### config.mk
export PLATFORM = sky130hd
export DESIGN_NAME = zc_freq_est
export DESIGN_NICKNAME = d
export VERILOG_FILES = /design/src/rtl/zc_freq_est.sv
export SDC_FILE = /design/constraint.sdc
export NUM_CORES = 1
export LEC_CHECK = 0
export BUFFER_PORTS_ARGS = -buffer_cell sky130_fd_sc_hd__buf_4
export CELL_PAD_IN_SITES_DETAIL_PLACEMENT = 1
export CELL_PAD_IN_SITES_GLOBAL_PLACEMENT = 1
export CORE_ASPECT_RATIO = 1.4
export CORE_MARGIN = 1
export CORE_UTILIZATION = 47
export CTS_CLUSTER_DIAMETER = 80
export DETAILED_ROUTE_END_ITERATION = 12
export GPL_TIMING_DRIVEN = 0
export PLACE_DENSITY = 0.94
export SYNTH_ARGS = -nofsm -noshare
export SYNTH_HDL_FRONTEND = slang
export SYNTH_SLANG_ARGS = --single-unit
### constraint.sdc
create_clock -name i_clk -period 5.6 [get_ports i_clk]
set_input_delay 0.28 -clock i_clk [delete_from_list [all_inputs] [get_ports i_clk]]
set_output_delay 0.28 -clock i_clk [all_outputs]
set_load 0.05 [all_outputs]
### src/rtl/zc_freq_est.sv
// Zero-crossing frequency estimator: hysteresis crossing detector, per-frame crossing count.
// Define ZC_FREQ_EST_PERIOD_EN to build the crossing-interval tracker (o_period/o_period_v).
//
// state      | meaning
// UNARMED    | no sample has left the dead band since reset/clear
// LOW        | last out-of-band sample was below -thr
// HIGH       | last out-of-band sample was above +thr
module zc_freq_est #(
    parameter int WIDTH     = 16,
    parameter int CNT_W     = 16,
    parameter int FRAME_LEN = 256,
    parameter int EDGE_MODE = 0
) (
    input  logic                    i_clk,
    input  logic                    i_rst_n,
    input  logic                    i_clear,
    input  logic signed [WIDTH-1:0] i_x,
    input  logic                    i_v,
    input  logic [WIDTH-2:0]        i_threshold,
    output logic [CNT_W-1:0]        o_count,
    output logic                    o_vout,
    output logic                    o_sat,
    output logic [CNT_W-1:0]        o_period,
    output logic                    o_period_v
);
    localparam int POS_W = $clog2(FRAME_LEN);
    localparam logic [POS_W-1:0] POS_LAST = POS_W'(FRAME_LEN - 1);
    localparam logic [CNT_W-1:0] CNT_MAX  = '1;

    localparam logic [1:0] ST_UNARMED = 2'd0;
    localparam logic [1:0] ST_LOW     = 2'd1;
    localparam logic [1:0] ST_HIGH    = 2'd2;

    logic signed [WIDTH-1:0] r_s1_x;
    logic                    r_s1_v;
    logic                    r_s2_v;
    logic                    r_s2_above;
    logic                    r_s2_below;
    logic [1:0]              r_state;
    logic [CNT_W-1:0]        r_acc;
    logic                    r_sat_flag;
    logic [POS_W-1:0]        r_pos;
    logic [CNT_W-1:0]        r_count;
    logic                    r_sat;
    logic                    r_vout;

    logic signed [WIDTH-1:0] w_pthr;
    logic signed [WIDTH-1:0] w_nthr;
    logic                    w_rise;
    logic                    w_fall;
    logic                    w_hit;
    logic                    w_acc_full;
    logic                    w_sat_hit;
    logic [CNT_W-1:0]        w_acc_next;
    logic [1:0]              w_state_next;

    always_ff @(posedge i_clk or negedge i_rst_n) begin
        if (!i_rst_n) begin
            r_s1_x <= '0;
            r_s1_v <= 1'b0;
        end else if (i_clear) begin
            r_s1_v <= 1'b0;
        end else begin
            r_s1_v <= i_v;
            if (i_v) r_s1_x <= i_x;
        end
    end

    // Threshold is a non-negative magnitude; the zero-extended value always fits as a positive signed number.
    assign w_pthr = $signed({1'b0, i_threshold});
    assign w_nthr = -w_pthr;

    always_ff @(posedge i_clk or negedge i_rst_n) begin
        if (!i_rst_n) begin
            r_s2_v     <= 1'b0;
            r_s2_above <= 1'b0;
            r_s2_below <= 1'b0;
        end else if (i_clear) begin
            r_s2_v     <= 1'b0;
        end else begin
            r_s2_v     <= r_s1_v;
            r_s2_above <= r_s1_x > w_pthr;
            r_s2_below <= r_s1_x < w_nthr;
        end
    end

    assign w_rise = r_s2_v && (r_state == ST_LOW)  && r_s2_above;
    assign w_fall = r_s2_v && (r_state == ST_HIGH) && r_s2_below;
    assign w_hit  = (EDGE_MODE == 0) ? w_rise :
                    (EDGE_MODE == 1) ? w_fall : (w_rise | w_fall);

    assign w_acc_full = (r_acc == CNT_MAX);
    assign w_sat_hit  = w_hit && w_acc_full;
    assign w_acc_next = (w_hit && !w_acc_full) ? r_acc + CNT_W'(1) : r_acc;

    always_comb begin
        w_state_next = r_state;
        if (r_s2_v) begin
            case (r_state)
                ST_UNARMED: begin
                    if (r_s2_below)      w_state_next = ST_LOW;
                    else if (r_s2_above) w_state_next = ST_HIGH;
                end
                ST_LOW:  if (r_s2_above) w_state_next = ST_HIGH;
                ST_HIGH: if (r_s2_below) w_state_next = ST_LOW;
                default: w_state_next = ST_UNARMED;
            endcase
        end
    end

    always_ff @(posedge i_clk or negedge i_rst_n) begin
        if (!i_rst_n) begin
            r_state    <= ST_UNARMED;
            r_acc      <= '0;
            r_sat_flag <= 1'b0;
            r_pos      <= '0;
            r_count    <= '0;
            r_sat      <= 1'b0;
            r_vout     <= 1'b0;
        end else if (i_clear) begin
            r_state    <= ST_UNARMED;
            r_acc      <= '0;
            r_sat_flag <= 1'b0;
            r_pos      <= '0;
            r_vout     <= 1'b0;
        end else begin
            r_vout  <= 1'b0;
            r_state <= w_state_next;
            if (r_s2_v) begin
                // A crossing on the last sample is folded into the finishing frame.
                if (r_pos == POS_LAST) begin
                    r_count    <= w_acc_next;
                    r_sat      <= r_sat_flag | w_sat_hit;
                    r_vout     <= 1'b1;
                    r_acc      <= '0;
                    r_sat_flag <= 1'b0;
                    r_pos      <= '0;
                end else begin
                    r_acc      <= w_acc_next;
                    r_sat_flag <= r_sat_flag | w_sat_hit;
                    r_pos      <= r_pos + POS_W'(1);
                end
            end
        end
    end

    assign o_count = r_count;
    assign o_sat   = r_sat;
    assign o_vout  = r_vout;

`ifdef ZC_FREQ_EST_PERIOD_EN
    logic [CNT_W-1:0] r_gap;
    logic [CNT_W-1:0] r_period;
    logic             r_period_v;
    logic             r_armed;
    logic [CNT_W-1:0] w_gap_inc;

    assign w_gap_inc = (r_gap == CNT_MAX) ? r_gap : r_gap + CNT_W'(1);

    always_ff @(posedge i_clk or negedge i_rst_n) begin
        if (!i_rst_n) begin
            r_gap      <= '0;
            r_period   <= '0;
            r_period_v <= 1'b0;
            r_armed    <= 1'b0;
        end else if (i_clear) begin
            r_gap      <= '0;
            r_period_v <= 1'b0;
            r_armed    <= 1'b0;
        end else begin
            r_period_v <= 1'b0;
            if (w_hit) begin
                // The first crossing only establishes a reference point.
                if (r_armed) begin
                    r_period   <= w_gap_inc;
                    r_period_v <= 1'b1;
                end
                r_armed <= 1'b1;
                r_gap   <= '0;
            end else if (r_s2_v) begin
                r_gap <= w_gap_inc;
            end
        end
    end

    assign o_period   = r_period;
    assign o_period_v = r_period_v;
`else
    assign o_period   = '0;
    assign o_period_v = 1'b0;
`endif
endmodule

==> summary.md <==
| Metric | Value |
|---|---|
| Filler cells | `~1100` |
| Syn Std Cell Area | `~4400 um^2` |
| Iter 0 DRT Violations | `roughly 180` |
| Post-synth EDFFs | `0` |
| Synth cell count leaders | `dfrtp_1, ha_1, nand2_1` |
| Fin nets | `about 620` |
| Fin Setup TNS | `0 ns` |
| Routed wire per std cell | `18.5 um` |
| Die area | `between 9000 and 10000 um^2` |
| Vias | `3992` |
| Max Slew Vio Count | `0` |
| Die Y | `about 120 um` |
| Worst-case clock skew | `roughly 0.0043 ns` |
| Cts bufs inserted | `9` |
| Metal2 WL | `between 6 and 7 mm` |
| Fmax | `around 340 MHz` |
| Number of global-route vias before repair | `roughly 4300` |
| Mean Syn Cell Area | `9.19 um^2` |
| Yosys top cell area share | `a little under two fifths` |
| H-tree Lvls | `3` |
| CTS tree | `yes` |
| Register Area | `roughly 1600 um^2` |
| Total track usage | `26.9%` |
| Num rows | `41` |
| Crit Path Max Fanout | `4` |
| Area of the multi-input gates | `around 2500 um^2` |
| CTS root buffer | `clkbuf_16` |
| Layout cells sized above 1 | `about a fifth` |
| Min Tclk post-route | `2.98 ns` |
| Die W | `83.4 um` |
| PostCTS Resize Cnt | `0` |
| Worst hold path type | `input port to async pin` |
| PD cells | `256 nW/um^2` |
| DRC | `0` |
| Yosys Warn Count | `0` |
| Classification of the worst setup path | `input port to register` |
| First-pass GRT wire length | `~20 mm` |
| Final hold vios | `0` |
| Initial antenna violation count | `0` |
| Final period util | `53.1%` |
| Core Region | `roughly 9000 um^2` |
| Synth-to-Final Area Change | `20.5%` |
| Remaining Overflow, GRT | `0` |
| Largest net degree at the start of global routing | `66` |
| Overall Power | `1.35 mW` |
| Hold Buf Count CTS | `0` |
| Uppermost layer routed | `met4` |
| Register bit total from synthesis | `between 60 and 70` |
| Final worst slack | `2.62 ns` |
| Post-synthesis sequential area ratio | `37.3%` |
| Starting Density | `48.3%` |
| Port Buffers | `52` |
| Setup violators final | `0` |
| Pre-CTS setup slack | `about 2.4 ns` |
| Clk sinks | `65` |
| Drt total wl | `roughly 12 mm` |
| ANT cells | `0` |
| Post-CTS setup buffers | `0` |
| Dominant synthesized flop cell | `dfrtp_1` |
| VDD IR-drop max | `around 0.19 mV` |
| CP arrival | `3.18 ns` |
| Post-Synthesis Cells | `around 480` |
| M1 WL | `4.58 mm` |
| Drt pass-1 iters | `4` |
| Crit start category | `input port` |
| Ys async rst share | `between 90% and 100%` |
| Gpl congestion | `about 0.88` |
| Outcome | `finished, final reports clean` |
| Antenna viol nets, final | `0` |
| Worst-margin pin slew | `0.849 ns` |
| Crit end category | `register` |
| Area leader, netlist | `dfrtp_1` |
| Count of different cell masters after synthesis | `62` |
| Vias per inst | `about 6` |
| Metal3 WL | `between 400 and 500 um` |
| Final HPWL DP | `~9.3 mm` |
| Clk buf depth | `2` |
| Slew HR | `a little over two fifths` |
| Clock transition at path regs | `around 0.060 ns` |
| FF-to-FF setup slack | `3.09 ns` |
| Later-pin clock latency in the skew report | `between 0.3 and 0.4 ns` |
| Max-cap check violation count | `0` |
| Critical Path RT | `roughly 5.8 ns` |
| Synth area leaders | `dfrtp_1, ha_1, mux2_2` |
| P_leak | `approximately 2.4 nW` |
| Most frequent cell after synthesis | `dfrtp_1` |
| Number of I/O pins | `70` |
| RSZ-0062 raised after global routing | `no` |
## cell type report
type                    count  area share (%)
multi-input cells         361            46.8
flip-flops and latches     65            30.9
repair buffers             52            7.42
plain buffers              44            4.85
clock buffers              12            4.69
well taps                 107            2.55
inverters                  21            1.50
clock inverters             3            1.24
## through the flow
step / hold slack (ns) / instance area (um^2) / instances / util (%)
final: 0.0504 / 5260 / 665 / 58.2
after global routing: 0.133 / 5260 / 665 / 58.2
after CTS: 0.0809 / 5260 / 665 / 58.2
after detailed placement: 0.443 / 4950 / 650 / 54.8
after global placement: 0.434 / 4950 / 650 / 54.8
after floorplan: -0.0156 / 4420 / 491 / -
## per-layer routing
| metal | track usage (%) | up-vias |
|---|---|---|
| met5 | 0 | - |
| met1 | 26.3 | 1971 |
| met4 | 15.3 | 0 |
| met2 | 53.7 | 102 |
| met3 | 3.92 | 31 |
| li1 | - | 1888 |
## critical path, cell delays in order
cell and delay (ns):
buf_4 0.12, or4_4 0.55, nor4b_1 0.70, nand3_1 0.21, xnor2_1 0.17, ha_1 0.34, nand4_1 0.19, a2111oi_0 0.46
o31ai_1 0.14
## cell usage in the layout (no fill, tap or decap), drive strengths merged, types with 7 or more instances in the layout
| cell type | n |
|---|---|
| and2 | 9 |
| nor3 | 12 |
| nand3 | 25 |
| clkbuf | 27 |
| ha | 33 |
| dfrtp | 65 |
| nand2 | 33 |
| mux2 | 15 |
| xnor2 | 13 |
| o211ai | 10 |
| nor2 | 27 |
| a31oi | 17 |
| inv | 21 |
| buf | 81 |
| o21ai | 24 |
| nor4 | 7 |
| or4 | 11 |
| nand4 | 16 |
| a21oi | 16 |
| or3 | 10 |
| conb | 17 |
## state kept, by name (all words and copies together), names as in the netlist, 2 cells and up
name,cells
o_count,16
r_acc,16
r_s1_x,16
r_pos,8
r_state,2
## cells by family (layout without fill, tap and decap cells)
logic type	after synthesis	count (layout)	synth area share, %
AO/OA/AOI/OAI	104	104	15.9
XOR/XNOR	17	17	3.41
adder cells (fa/ha/maj)	33	33	9.46
buffers and inverters	65	132	7.66
flip-flops	65	65	37.3
multiplexers	15	15	3.87
other	1	17	0.0860
AND/OR/NAND/NOR	175	175	22.3
## final timing paths
check                          startpoint     endpoint  depth (start not counted)
setup / recovery           i_threshold[6]   r_s2_below                          9
hold / removal                    i_rst_n  o_count[10]                          1
setup reg to reg                 r_acc[0]     r_acc[0]                          7
hold reg to reg               o_count[13]  o_count[13]                          2
max in group asynchronous         i_rst_n       r_s2_v                          1
min in group i_clk                 i_x[0]    r_s1_x[0]                          3
## power breakdown
group          switching, mW  leakage (nW)  internal [mW]
Sequential            0.0238         0.868          0.493
Clock                  0.211         0.153          0.399
Combinational          0.126          1.36         0.0934
No activity file was read; power rests on OpenSTA's default activity.
